--- src/rtl/pc_seq_pkg.sv ---
// Shared types and constants for the PC sequencer: FSM states, redirect sources,
// the sentinel PC and the alignment mask.
package pc_seq_pkg;

    typedef enum logic [2:0] {
        S_BOOT  = 3'd0,
        S_RUN   = 3'd1,
        S_DRAIN = 3'd2,
        S_HALT  = 3'd3,
        S_FAULT = 3'd4
    } pc_seq_state_e;

    typedef enum logic [1:0] {
        SRC_SEQ  = 2'd0,
        SRC_BR   = 2'd1,
        SRC_JMP  = 2'd2,
        SRC_TRAP = 2'd3
    } redirect_src_e;

    localparam logic [31:0] PC_SENTINEL     = 32'hFFFF_FFFC;
    localparam logic [31:0] ADDR_ALIGN_MASK = 32'h0000_0003;

    function automatic logic is_misaligned(input logic [31:0] addr);
        return (addr & ADDR_ALIGN_MASK) != 32'h0;
    endfunction

endpackage

--- src/rtl/pc_sequencer_if.sv ---
// Bundle between the core datapath (master) and the PC sequencer (slave).
// With PC_SEQ_PERF_EN defined, the bundle also carries the performance counters.
interface pc_sequencer_if;
    logic [31:0] pc_cur;
    logic        stall;
    logic        br_taken;
    logic [31:0] br_target;
    logic        jump;
    logic [31:0] jump_target;
    logic        trap;
    logic [31:0] trap_vector;
    logic        halt_req;
    logic [31:0] next_pc;
    logic        pc_hold;
    logic        halted;
    logic        fault;
    logic [2:0]  state_o;
`ifdef PC_SEQ_PERF_EN
    logic [31:0] cycle_count;
    logic [31:0] retired_count;
`endif

    modport master (
        output pc_cur, stall, br_taken, br_target, jump, jump_target,
               trap, trap_vector, halt_req,
`ifdef PC_SEQ_PERF_EN
        input  cycle_count, retired_count,
`endif
        input  next_pc, pc_hold, halted, fault, state_o
    );

    modport slave (
        input  pc_cur, stall, br_taken, br_target, jump, jump_target,
               trap, trap_vector, halt_req,
`ifdef PC_SEQ_PERF_EN
        output cycle_count, retired_count,
`endif
        output next_pc, pc_hold, halted, fault, state_o
    );
endinterface

--- src/rtl/pc_next_mux.sv ---
// Next-PC priority select (trap > jump > branch > pc+4) with misaligned-redirect detection.
module pc_next_mux
    import pc_seq_pkg::*;
#(
    parameter logic [31:0] RESET_VECTOR = 32'h0000_0000
) (
    input  logic [31:0]   i_pc_cur,
    input  logic          i_br_taken,
    input  logic [31:0]   i_br_target,
    input  logic          i_jump,
    input  logic [31:0]   i_jump_target,
    input  logic          i_trap,
    input  logic [31:0]   i_trap_vector,
    output logic [31:0]   o_next_pc,
    output redirect_src_e o_src,
    output logic          o_misalign
);

    // The sentinel PC restarts the program and overrides every redirect.
    always_comb begin
        o_src     = SRC_SEQ;
        o_next_pc = i_pc_cur + 32'd4;
        if (i_pc_cur == PC_SENTINEL) begin
            o_next_pc = RESET_VECTOR;
        end else if (i_trap) begin
            o_src     = SRC_TRAP;
            o_next_pc = i_trap_vector;
        end else if (i_jump) begin
            o_src     = SRC_JMP;
            o_next_pc = i_jump_target;
        end else if (i_br_taken) begin
            o_src     = SRC_BR;
            o_next_pc = i_br_target;
        end
    end

    assign o_misalign = (o_src != SRC_SEQ) && is_misaligned(o_next_pc);

endmodule

--- src/rtl/pc_sequencer.sv ---
// PC-register controller: next-PC select plus boot/run/drain/halt/fault lifecycle.
// Optional PC_SEQ_PERF_EN adds saturating cycle and retired-instruction counters.
module pc_sequencer
    import pc_seq_pkg::*;
#(
    parameter logic [31:0] RESET_VECTOR = 32'h0000_0000,
    parameter int          IMEM_WORDS   = 256,
    parameter int          BOOT_CYCLES  = 2
) (
    input  logic          clk,
    input  logic          reset,
    pc_sequencer_if.slave bus
);

    localparam logic [31:0] LAST_ADDR = 32'(4 * IMEM_WORDS - 4);
    localparam int          CNT_W     = (BOOT_CYCLES > 1) ? $clog2(BOOT_CYCLES) : 1;
    localparam logic [CNT_W-1:0] BOOT_LAST = CNT_W'(BOOT_CYCLES - 1);

    pc_seq_state_e    r_state;
    logic [CNT_W-1:0] r_boot_cnt;
    logic             r_halted;
    logic             r_fault;
    logic [31:0]      r_next_pc;

    logic [31:0]      w_mux_next;
    redirect_src_e    w_src;
    logic             w_misalign;
    logic             w_run;
    logic             w_halt_cond;
    logic             w_hold;

    pc_next_mux #(
        .RESET_VECTOR (RESET_VECTOR)
    ) u_mux (
        .i_pc_cur      (bus.pc_cur),
        .i_br_taken    (bus.br_taken),
        .i_br_target   (bus.br_target),
        .i_jump        (bus.jump),
        .i_jump_target (bus.jump_target),
        .i_trap        (bus.trap),
        .i_trap_vector (bus.trap_vector),
        .o_next_pc     (w_mux_next),
        .o_src         (w_src),
        .o_misalign    (w_misalign)
    );

    assign w_run       = (r_state == S_RUN);
    assign w_halt_cond = bus.halt_req | ((bus.pc_cur == LAST_ADDR) && (w_src == SRC_SEQ));
    assign w_hold      = !w_run | bus.stall | w_misalign | w_halt_cond;

    // Outside RUN the PC is held, so the last RUN-computed target is simply replayed.
    assign bus.next_pc = w_run ? w_mux_next : r_next_pc;
    assign bus.pc_hold = w_hold;
    assign bus.halted  = r_halted;
    assign bus.fault   = r_fault;
    assign bus.state_o = r_state;

    always_ff @(posedge clk) begin
        if (reset) begin
            r_state    <= S_BOOT;
            r_boot_cnt <= '0;
            r_halted   <= 1'b0;
            r_fault    <= 1'b0;
            r_next_pc  <= RESET_VECTOR;
        end else begin
            case (r_state)
                S_BOOT: begin
                    if (r_boot_cnt == BOOT_LAST) begin
                        r_state <= S_RUN;
                    end else begin
                        r_boot_cnt <= r_boot_cnt + 1'b1;
                    end
                end
                S_RUN: begin
                    r_next_pc <= w_mux_next;
                    // A bad redirect wins over halting and is never masked by stall.
                    if (w_misalign) begin
                        r_state <= S_FAULT;
                        r_fault <= 1'b1;
                    end else if (w_halt_cond) begin
                        r_state <= S_DRAIN;
                    end
                end
                S_DRAIN: begin
                    r_state  <= S_HALT;
                    r_halted <= 1'b1;
                end
                default: begin
                    r_state <= r_state;
                end
            endcase
        end
    end

`ifdef PC_SEQ_PERF_EN
    logic [31:0] r_cycle_count;
    logic [31:0] r_retired_count;

    always_ff @(posedge clk) begin
        if (reset) begin
            r_cycle_count   <= '0;
            r_retired_count <= '0;
        end else if (w_run) begin
            if (r_cycle_count != 32'hFFFF_FFFF) begin
                r_cycle_count <= r_cycle_count + 32'd1;
            end
            if (!w_hold && (bus.pc_cur != PC_SENTINEL) && (r_retired_count != 32'hFFFF_FFFF)) begin
                r_retired_count <= r_retired_count + 32'd1;
            end
        end
    end

    assign bus.cycle_count   = r_cycle_count;
    assign bus.retired_count = r_retired_count;
`endif

endmodule
--- src/flat_wrapper.sv ---
// flat-port wrapper written by rule: the top's interface ports become plain ports
module pc_sequencer_flat import pc_seq_pkg::*;
#(
    parameter logic [31:0] RESET_VECTOR = 32'h0000_0000,
    parameter int          IMEM_WORDS   = 256,
    parameter int          BOOT_CYCLES  = 2
)
  (clk, reset, bus_pc_cur, bus_stall, bus_br_taken, bus_br_target, bus_jump, bus_jump_target, bus_trap, bus_trap_vector, bus_halt_req, bus_next_pc, bus_pc_hold, bus_halted, bus_fault, bus_state_o);
  pc_sequencer_if bus_i ();
  input  logic clk;
  input  logic reset;
  input wire logic [$bits(bus_i.pc_cur)-1:0] bus_pc_cur;
  input wire logic [$bits(bus_i.stall)-1:0] bus_stall;
  input wire logic [$bits(bus_i.br_taken)-1:0] bus_br_taken;
  input wire logic [$bits(bus_i.br_target)-1:0] bus_br_target;
  input wire logic [$bits(bus_i.jump)-1:0] bus_jump;
  input wire logic [$bits(bus_i.jump_target)-1:0] bus_jump_target;
  input wire logic [$bits(bus_i.trap)-1:0] bus_trap;
  input wire logic [$bits(bus_i.trap_vector)-1:0] bus_trap_vector;
  input wire logic [$bits(bus_i.halt_req)-1:0] bus_halt_req;
  output wire logic [$bits(bus_i.next_pc)-1:0] bus_next_pc;
  output wire logic [$bits(bus_i.pc_hold)-1:0] bus_pc_hold;
  output wire logic [$bits(bus_i.halted)-1:0] bus_halted;
  output wire logic [$bits(bus_i.fault)-1:0] bus_fault;
  output wire logic [$bits(bus_i.state_o)-1:0] bus_state_o;
  assign bus_i.pc_cur = bus_pc_cur;
  assign bus_i.stall = bus_stall;
  assign bus_i.br_taken = bus_br_taken;
  assign bus_i.br_target = bus_br_target;
  assign bus_i.jump = bus_jump;
  assign bus_i.jump_target = bus_jump_target;
  assign bus_i.trap = bus_trap;
  assign bus_i.trap_vector = bus_trap_vector;
  assign bus_i.halt_req = bus_halt_req;
  assign bus_next_pc = bus_i.next_pc;
  assign bus_pc_hold = bus_i.pc_hold;
  assign bus_halted = bus_i.halted;
  assign bus_fault = bus_i.fault;
  assign bus_state_o = bus_i.state_o;
  pc_sequencer #(.RESET_VECTOR(RESET_VECTOR), .IMEM_WORDS(IMEM_WORDS), .BOOT_CYCLES(BOOT_CYCLES)) u_core (.clk(clk), .reset(reset), .bus(bus_i));
endmodule
--- config.mk ---
export PLATFORM = sky130hd
export DESIGN_NAME = pc_sequencer_flat
export DESIGN_NICKNAME = d
export VERILOG_FILES = /design/src/rtl/pc_seq_pkg.sv /design/src/rtl/pc_sequencer_if.sv /design/src/rtl/pc_next_mux.sv /design/src/rtl/pc_sequencer.sv /design/src/flat_wrapper.sv
export SDC_FILE = /design/constraint.sdc
export NUM_CORES = 1
export LEC_CHECK = 0
export CAP_MARGIN = 20
export CORE_UTILIZATION = 39
export DETAILED_ROUTE_END_ITERATION = 7
export PLACE_DENSITY = 0.82
export SYNTH_ARGS = -nofsm -noshare
export SYNTH_HDL_FRONTEND = slang
export SYNTH_SLANG_ARGS = --single-unit
--- constraint.sdc ---
create_clock -name clk -period 6.3 [get_ports clk]
set_input_delay 1.89 -clock clk [delete_from_list [all_inputs] [get_ports clk]]
set_output_delay 1.89 -clock clk [all_outputs]
set_load 0.02 [all_outputs]
# After elaboration in Yosys (flattened, before gate mapping)
# Index checks and enable logic that the tools add are counted.
# classes
eq_ne,6
bitwise,4
reduce_logical,10
n_mux,14
n_addsub,2
# op_table
cell,n
$mux W32,5
$add A32 B3 Y32 const B,1
$eq A32 B10 Y1 const B,1
$eq A32 B32 Y1 const B,1
$reduce_bool A32 Y1,1
$mux W3,3
$pmux W3 S3,1
$mux W2,3
$or A1 B1 Y1,4
$eq A3 B1 Y1 const B,1
$eq A3 B2 Y1 const B,1
$logic_not A3 Y1,1
$ne A3 B2 Y1 const B,1
$reduce_and A3 Y1,1
$reduce_bool A3 Y1,1
$logic_and A1 B1 Y1,2
$logic_not A2 Y1,1
$mux W1,2
$ne A2 B1 Y1 const B,1
$reduce_and A2 Y1,1
$reduce_bool A2 Y1,1
$add A1 B1 Y1 const B,1
$logic_not A1 Y1,1
# totals
in_bits,135
elab_cells,41
reg_bits,38

# Depth between registers and ports, before layout
# Gate-level depths: netlist of the first run.
# depth
ltp_word,10
ltp_mapped,8
mapped_depth_nobuf,7

# Modules after synthesis
# From an unflattened synthesis of the first run, not the netlist that was laid out.
# unflattened
cells_unflattened,401
hier_area_um2,3215.6
# by_module_without_submodules
mod,area_each_um2,cells_per_inst,instances
pc_next_mux,1625.3,257,1
pc_sequencer,1590.3,144,1

# Worst setup path before layout of the first run
# No wires, ideal clock.
# synth_path
path_kind,input-to-output
start,in bus_pc_cur[2]
end,out bus_next_pc[30]
stages,7
n_path_buf,0
arrival_ps,4096
slack_ps,314
cell_sequence,ha_1 -> inv_1 -> nor4_2 -> nand3_1 -> or3_1 -> a31o_2 -> o31ai_1
# synth_between
elab_chain_len,6
# synth_rtl
element,line,source
start: declaration,flat_wrapper.sv:12,input wire logic [$bits(bus_i.pc_cur)-1:0] bus_pc_cur;
$add A32 B3 Y32,pc_next_mux.sv:22,o_next_pc = i_pc_cur + 32'd4;
$mux W32,pc_next_mux.sv:31,end else if (i_br_taken) begin
$mux W32,pc_next_mux.sv:28,end else if (i_jump) begin
$mux W32,pc_next_mux.sv:25,end else if (i_trap) begin
$mux W32 (*),pc_next_mux.sv:23,if (i_pc_cur == PC_SENTINEL) begin
$mux W32 (*),pc_sequencer.sv:52,assign bus.next_pc = w_run ? w_mux_next : r_next_pc;
end: declaration,flat_wrapper.sv:21,output wire logic [$bits(bus_i.next_pc)-1:0] bus_next_pc;
# Every way passes the cells marked *; elsewhere a longest branch is shown, timed or not.

# Final worst setup path of the first run
# layout_path
start,in bus_pc_cur[13]
end,out bus_pc_hold
# layout_between
elab_chain_len,6
# layout_rtl
element,line,source
$eq A32 B32 Y1,pc_next_mux.sv:23,
$mux W32 or $mux W2 (tied branches),pc_next_mux.sv:23,
"$reduce_bool A32 Y1, or another cell as far along",pc_seq_pkg.sv:24,return (addr & ADDR_ALIGN_MASK) != 32'h0;
"$logic_and A1 B1 Y1, on equally long branches","pc_next_mux.sv:37, pc_sequencer.sv:48",
"$or A1 B1 Y1, on equally long branches","pc_sequencer.sv:49, pc_sequencer.sv:48",
$or A1 B1 Y1 (*),pc_sequencer.sv:49,assign w_hold = !w_run | bus.stall | w_misalign | w_halt_cond;
end: declaration,flat_wrapper.sv:22,output wire logic [$bits(bus_i.pc_hold)-1:0] bus_pc_hold;
# Marks and branches as above.

==> results of run 1 <==
worst max path at each step:
stage,from,endpoint,slack (ns),cells after the start
6_report,bus_pc_cur[13],bus_pc_hold,0.05,8
5_1_grt,bus_pc_cur[27],bus_pc_hold,-0.02,8
4_1_cts,bus_pc_cur[20],bus_pc_hold,-0.18,8
3_5_place_dp,bus_pc_cur[20],bus_pc_hold,-0.58,8
3_3_place_gp,bus_pc_cur[17],bus_pc_hold,-0.54,8
2_1_floorplan,bus_pc_cur[2],bus_next_pc[30],0.31,7
flip-flops by register name, summed over array words and instances (netlist names):
signal,flops
u_core.bus.fault,1
u_core.bus.halted,1
u_core.bus.state_o,3
u_core.r_next_pc,32
u_core.r_boot_cnt,1
through the flow:
step,utilization,TNS [ns],std cells
detailed placement,0.723,-9.76,761
floorplan,-,0,443
CTS,0.737,-0.176,769
global route,0.735,-0.0204,769
finish,0.735,0,769
global placement,0.723,-8.15,761
cell usage after synthesis, types with 6 or more instances:
master                     number
sky130_fd_sc_hd__nor2_1        34
sky130_fd_sc_hd__o22ai_1       25
sky130_fd_sc_hd__xor2_1         7
sky130_fd_sc_hd__o41ai_1        7
sky130_fd_sc_hd__and2_1         9
sky130_fd_sc_hd__a22o_1         7
sky130_fd_sc_hd__o221ai_1       7
sky130_fd_sc_hd__o31ai_1        6
sky130_fd_sc_hd__nor4_1         8
sky130_fd_sc_hd__o21ai_0       40
sky130_fd_sc_hd__nand3_1       18
sky130_fd_sc_hd__a21oi_1       21
sky130_fd_sc_hd__nand4_1        9
sky130_fd_sc_hd__inv_1          6
sky130_fd_sc_hd__dfxtp_1       38
sky130_fd_sc_hd__xnor2_1       16
sky130_fd_sc_hd__nor3_1         7
sky130_fd_sc_hd__nand2_1       94
sky130_fd_sc_hd__mux2i_1        6
sky130_fd_sc_hd__clkbuf_1      21
worst register-to-register path, cell delays in order, from the launching register on:
cell                       delay [ns]
sky130_fd_sc_hd__dfxtp_1         0.36
sky130_fd_sc_hd__nand2b_1        0.19
sky130_fd_sc_hd__or2_2           0.62
sky130_fd_sc_hd__nor2_1          0.41
sky130_fd_sc_hd__buf_4           0.17
sky130_fd_sc_hd__nand2_1         0.20
sky130_fd_sc_hd__o21ai_0         0.26
cell type report:
cell class / count / area share
inverter: 8 / 0.00551
timing repair buffer: 246 / 0.402
sequential: 38 / 0.140
clock inverter: 2 / 0.0110
clock buffer: 6 / 0.0152
tap: 99 / 0.0227
multi-input combinational: 370 / 0.404
what timing repair did:
item,in CTS,in global routing
setup endpoints to repair,33,25
gates resized for setup,82,47
pin swaps,0,9
metal layers:
metal	GRT usage	vias up	share of wire
met1	0.421	2024	0.43
met2	0.551	236	0.48
met5	0	-	0
met4	0.0901	0	0.023
met3	0.0345	30	0.069
li1	-	2092	-
power by group:
group | total, mW | internal, mW | switching (mW)
Combinational | 0.480 | 0.217 | 0.263
Clock | 0.256 | 0.169 | 0.0867
Sequential | 0.288 | 0.273 | 0.0154
Total | 1.02 | 0.659 | 0.365
logic make-up after synthesis:
group	Yosys count	share of synthesized area
adders and majority gates	1	0.00410
buffers and inverters	35	0.0451
AOI/OAI and AO/OA	141	0.308
DFF	38	0.249
xor gates and xnor gates	23	0.0660
muxes	6	0.0197
and+or+nand+nor	199	0.308
==> summary.txt, run 1 <==
Yosys
  • Nets in the synthesized netlist: 579
  • Synthesized area per cell: 6.89 µm²
  • Fraction of the yosys area taken by sequential cells: 0.249
  • Count of flip-flops with a built-in enable after synthesis: 0
  • Unique cell type count in the Yosys netlist: 51
  • Cell types occupying the most area after synthesis: sky130_fd_sc_hd__dfxtp_1 (25%), sky130_fd_sc_hd__nand2_1 (12%), sky130_fd_sc_hd__o21ai_0 (6.6%)
  • Yosys top cell area share: 0.249
  • Predominant post-synthesis flop cell: sky130_fd_sc_hd__dfxtp_1
  • Synthesized cell area: a little over 3000 µm²
  • Ys async rst share: 0
  • Synth area leader: sky130_fd_sc_hd__dfxtp_1
  • Synth Instances: 443
  • Flip-flop and latch count after synthesis: 38
  • Count of yosys warnings during synthesis: 0

Worst setup path
  • Highest cell delay on the worst timing path: 0.57 ns
  • Cell seen most often among critical-path stages: sky130_fd_sc_hd__or4_4
  • Worst reg-to-reg setup slack: 4.03 ns
  • Crit path required time: 4.41 ns
  • Arr. time, crit path: 4.36 ns
  • Critical path peak fanout: 2
  • RR Endpoint: u_core.r_next_pc[26]
  • Crit start category: primary input
  • Slowest cell on the critical path: sky130_fd_sc_hd__or4_4
  • Sort of element at the end of the critical path: primary output
  • Family with the most delay on the worst path: simple AND/OR/NAND/NOR gates
  • CP Cell Sequence: clkdlybuf4s50_1, nand3_2, or4_4, or4_4, a2111oi_4, or2_1, or4_4, buf_6
  • Critical Setup Path Class: in2out
  • CP bufs+invs: 2
  • Reg-to-reg critical path startpoint: u_core.bus.state_o[2]
  • Cell count of the worst reg-to-reg path: 6

Timing
  • Smallest hold slack: 0.458 ns
  • Achievable frequency: around 160 MHz
  • Final critical-path required period: 6.25 ns
  • Number of hold violations in the final report: 0
  • Slew at the pin with the worst max-slew slack: 1.08 ns
  • Portion of the clock cycle consumed by the worst path in the final layout: 0.993
  • RSZ-0062 raised after global routing: true
  • Setup-violating endpoint count in the final report: 0
  • Worst clock skew on the final layout: 0.00409 ns
  • Worst-case headroom to the max-slew limit: 0.279
  • Final setup margin: roughly 0.047 ns
  • Fin. max-slew vios: 0

Place
  • Port buffer count: 172
  • Instance area after placement: approximately 5400 µm²
  • Pre-CTS setup slack: -0.581 ns
  • GP Congestion: 0.937
  • Half-perimeter wire length of the detailed placement result: approximately 11,000 µm

Cells and area
  • Most common cell after layout, fill and taps aside: sky130_fd_sc_hd__clkdlybuf4s50_1
  • Fillcell total: 602
  • Top library cells by usage in the layout, fill and taps aside: sky130_fd_sc_hd__clkdlybuf4s50_1 (134), sky130_fd_sc_hd__nand2_1 (93), sky130_fd_sc_hd__buf_4 (72)
  • Area overhead of the layout relative to synthesis: 78.6%
  • Final std cell area, no fill: 5450 µm²
  • Number of diodes added for antenna fixing: 0
  • Fraction of layout instances using a drive strength above 1: 0.188
  • Seq. cell area: 761 µm²
  • Total area of multi-input combinational cells: 2200 µm²
  • Final net count: 805

Die
  • Site row count: 31
  • Area enclosed by the die boundary: around 8200 µm²
  • Chip height: 90.4 µm
  • Core box area: 7410 µm²
  • Die Width: about 90 µm
  • Initial Util: 0.412
  • Top-level I/O count: around 170

Clock tree
  • Clock transition at path regs: roughly 0.070 ns
  • Num CTS Buffers: 5
  • Maximum clock insertion buffer count: 2
  • Max H-tree Level: 2
  • Clk root buf: sky130_fd_sc_hd__clkbuf_8
  • Clock insertion delay at the later pin of the skew report: 0.29 ns
  • Post-CTS setup repair buffer count: 0
  • Hold-fix buffers, CTS: 0
  • CTS sink cnt: 38
  • Clock tree from TritonCTS: yes

Global route
  • Tot GR Track Use: 0.320
  • Largest net degree at the start of global routing: 50
  • Via count of the first global-routing pass: 4,242
  • Wire length of the first global-routing pass: 20,900 µm
  • Antenna violations before repair: 0
  • Aggregate global routing overflow: 0

Detailed routing
  • Via-to-Cell Ratio: ~5.7
  • Initial drt markers: 281
  • Drt pass-1 iters: 5
  • Total DRC errors in the routed layout: 0
  • Wire per inst: 17.4 µm
  • Total number of vias: 4,382
  • Final WL: 13,400 µm
  • ANT nets after route: 0

Power
  • Max rail drop VDD: 0.000107 V
  • Total leakage power: between 2 and 2.5 nW
  • Total design power: 1.02 mW
  • Cell Pwr Density: about 190 nW/µm²

Run status
  • Outcome: finished clean

Min path
  • Instance count along the most critical hold path: 2
  • Sink of the worst hold path: u_core.r_next_pc[20]
  • Hold WC Path Type: reg2reg
  • Hold Path Origin: u_core.r_next_pc[20]

Flow run
  • Max cap viols: 0
Power figures use the tool's default switching activity.
==> run 2: changes to the inputs <==
--- a/config.mk
+++ b/config.mk
@@ -5,7 +5,6 @@
 export SDC_FILE = /design/constraint.sdc
 export NUM_CORES = 1
 export LEC_CHECK = 0
-export CAP_MARGIN = 20
 export CORE_UTILIZATION = 39
 export DETAILED_ROUTE_END_ITERATION = 7
 export PLACE_DENSITY = 0.82
==> results of run 2 <==
No change in the layout: final DEF, timing and power equal those of run 1.
==> run 3: changes to the inputs <==
==> constraint.sdc (replaced) <==
create_clock -name clk -period 6.3 [get_ports clk]
set_input_delay 1.26 -clock clk [delete_from_list [all_inputs] [get_ports clk]]
set_output_delay 1.26 -clock clk [all_outputs]
set_load 0.02 [all_outputs]
==> run 3 against run 2 <==
- register-to-register slack better by 0.03 ns
- clock power is 39% lower
- setup slack better by 0.36 ns
- wire length is 3.9% lower
- combinational power is 1% higher
- first-iteration DRC count is 2.1% higher
==> summary.txt, run 3 (synthesis results as in run 1) <==
Cells and area
  • Largest register by flop count: u_core.r_next_pc
  • Top library cells by usage in the layout, fill and taps aside: sky130_fd_sc_hd__clkdlybuf4s50_1 (172), sky130_fd_sc_hd__nand2_1 (94), sky130_fd_sc_hd__o21ai_0 (40)
  • Fraction of layout instances using a drive strength above 1: 0.0511
  • Number of diodes added for antenna fixing: 0
  • Final std cell area, no fill: 4960 µm²
  • Number of flip-flops under the largest register name: 32
  • Most common cell after layout, fill and taps aside: sky130_fd_sc_hd__clkdlybuf4s50_1
  • Area overhead of the layout relative to synthesis: 62.5%
  • Final net count: 743
  • Fillcell total: 629

Place
  • Instance area after placement: 4880 µm²
  • GP Congestion: 0.969
  • Half-perimeter wire length of the detailed placement result: 10,400 µm
  • Port buffer count: 172

Die
  • Die Width: 90.4 µm
  • Site row count: 31
  • Initial Util: 0.412
  • Chip height: 90.4 µm
  • Area enclosed by the die boundary: about 8200 µm²
  • Top-level I/O count: between 150 and 200
  • Core box area: 7410 µm²

Clock tree
  • Clock insertion delay at the later pin of the skew report: 0.28 ns
  • Num CTS Buffers: 5
  • Maximum clock insertion buffer count: 2
  • CTS sink cnt: 38
  • Clock transition at path regs: 0.07 ns
  • Max H-tree Level: 2
  • Clk root buf: sky130_fd_sc_hd__clkbuf_8
  • Cts repair resizes: 0
  • Post-CTS setup repair buffer count: 0
  • Clock tree from TritonCTS: yes
  • Hold-fix buffers, CTS: 0

Global route
  • Wire length of the first global-routing pass: 20,000 µm
  • Antenna violations before repair: 0
  • Tot GR Track Use: 0.307
  • Largest net degree at the start of global routing: 50
  • Via count of the first global-routing pass: about 3,900
  • Aggregate global routing overflow: 0

Power
  • Switching share of total power: 0.377
  • Cell Pwr Density: 187 nW/µm²
  • Clock power frac: 0.167
  • Proportion of power drawn by combinational gates: 0.522
  • Internal power: 578 µW
  • Net switching power: 350 µW
  • Sequential power share: 0.311
  • Total leakage power: 1.79 nW
  • Max rail drop VDD: 0.0000826 V

Worst setup path
  • Sort of element at the end of the critical path: primary output
  • Crit path required time: 5.04 ns
  • RR Endpoint: u_core.r_next_pc[31]
  • Cell count of the worst reg-to-reg path: 5
  • Arr. time, crit path: 4.64 ns
  • CP Cell Sequence: clkdlybuf4s50_1, nand4_1, or4_4, or4_1, a2111oi_4, or2_1, or4_1, clkdlybuf4s50_1
  • Critical path peak fanout: 7
  • Critical Setup Path Class: in2out
  • Reg-to-reg critical path startpoint: u_core.bus.state_o[2]
  • Worst reg-to-reg setup slack: 4.06 ns
  • Highest cell delay on the worst timing path: 0.61 ns
  • Slowest cell on the critical path: sky130_fd_sc_hd__or4_1
  • Crit start category: primary input

Min path
  • Sink of the worst hold path: u_core.r_next_pc[22]
  • Hold WC Path Type: reg2reg
  • Hold Path Origin: u_core.r_next_pc[22]
  • Instance count along the most critical hold path: 2

Detailed routing
  • Total number of vias: 4,070
  • Wire per inst: 18.2 µm
  • Total DRC errors in the routed layout: 0
  • Final WL: between 10,000 and 15,000 µm
  • ANT nets after route: 0
  • Drt pass-1 iters: 5
  • Initial drt markers: 287
  • Via-to-Cell Ratio: approximately 5.8

Flow run
  • Max cap viols: 0

Timing
  • Final critical-path required period: 5.90 ns
  • Setup-violating endpoint count in the final report: 0
  • Number of hold violations in the final report: 0
  • Fin. max-slew vios: 0
  • Worst clock skew on the final layout: 0.00688 ns
  • Slew at the pin with the worst max-slew slack: 0.869 ns
  • Achievable frequency: approximately 170 MHz
  • Portion of the clock cycle consumed by the worst path in the final layout: 0.936
  • Worst-case headroom to the max-slew limit: 0.421
  • Aggregate negative setup slack: 0 ns
  • RSZ-0062 raised after global routing: false

Run status
  • Outcome: finished clean
-- run 3: layout make-up --
class | count | area, µm² | area share
Clock buffer | 5 | 68.8 | 0.0139
Sequential cell | 38 | 761 | 0.153
Timing Repair Buffer | 184 | 1810 | 0.365
Multi-Input combinational cell | 370 | 2150 | 0.434
Tap cell | 99 | 124 | 0.0250
Clock inverter | 2 | 10.0 | 0.00202
Inverter | 8 | 30.0 | 0.00606
-- run 3: worst max path at each step --
stage | start | to | slack (ns) | depth (start not counted)
floorplan | bus_pc_cur[2] | bus_next_pc[30] | 1.57 | 7
global placement | bus_pc_cur[14] | bus_pc_hold | 0.50 | 8
detailed placement | bus_pc_cur[14] | bus_pc_hold | 0.41 | 8
CTS | bus_pc_cur[14] | bus_pc_hold | 0.41 | 8
global route | bus_pc_cur[14] | bus_pc_hold | 0.24 | 8
finish | bus_pc_cur[14] | bus_pc_hold | 0.40 | 8
-- run 3: per-layer routing --
layer  wire [µm]  global-route usage  vias to the layer above
met1        5660               0.421                     1863
li1            -                   -                     1961
met5           0                   0                        -
met2        6040               0.506                      222
met4         274              0.0860                        0
met3         880              0.0311                       24
-- run 3: power by group through the flow --
stage,Clock [mW],Combinational [mW],Sequential [mW]
after floorplan,0,0.230,0.294
after global placement,0,0.474,0.291
after detailed placement,0,0.480,0.293
after CTS,0.155,0.481,0.288
after global routing,0.164,0.516,0.292
final,0.155,0.485,0.288
-- run 3: metrics by stage --
stage               instances  utilization  total power [mW]  hold WS, ns  worst slack [ns]
floorplan                 443            -             0.524        0.425              1.57
global placement          699        0.659             0.765        0.434             0.502
detailed placement        699        0.659             0.773        0.445             0.412
CTS                       706        0.669             0.924        0.463             0.412
global route              706        0.669             0.972        0.481             0.237
finish                    706        0.669             0.929        0.464             0.405
-- run 3: critical path: cells and delay by family --
family          cells  cell delay [ns]
compound gates      1             0.42
simple gates        5             1.74
buf+inv             2             1.21
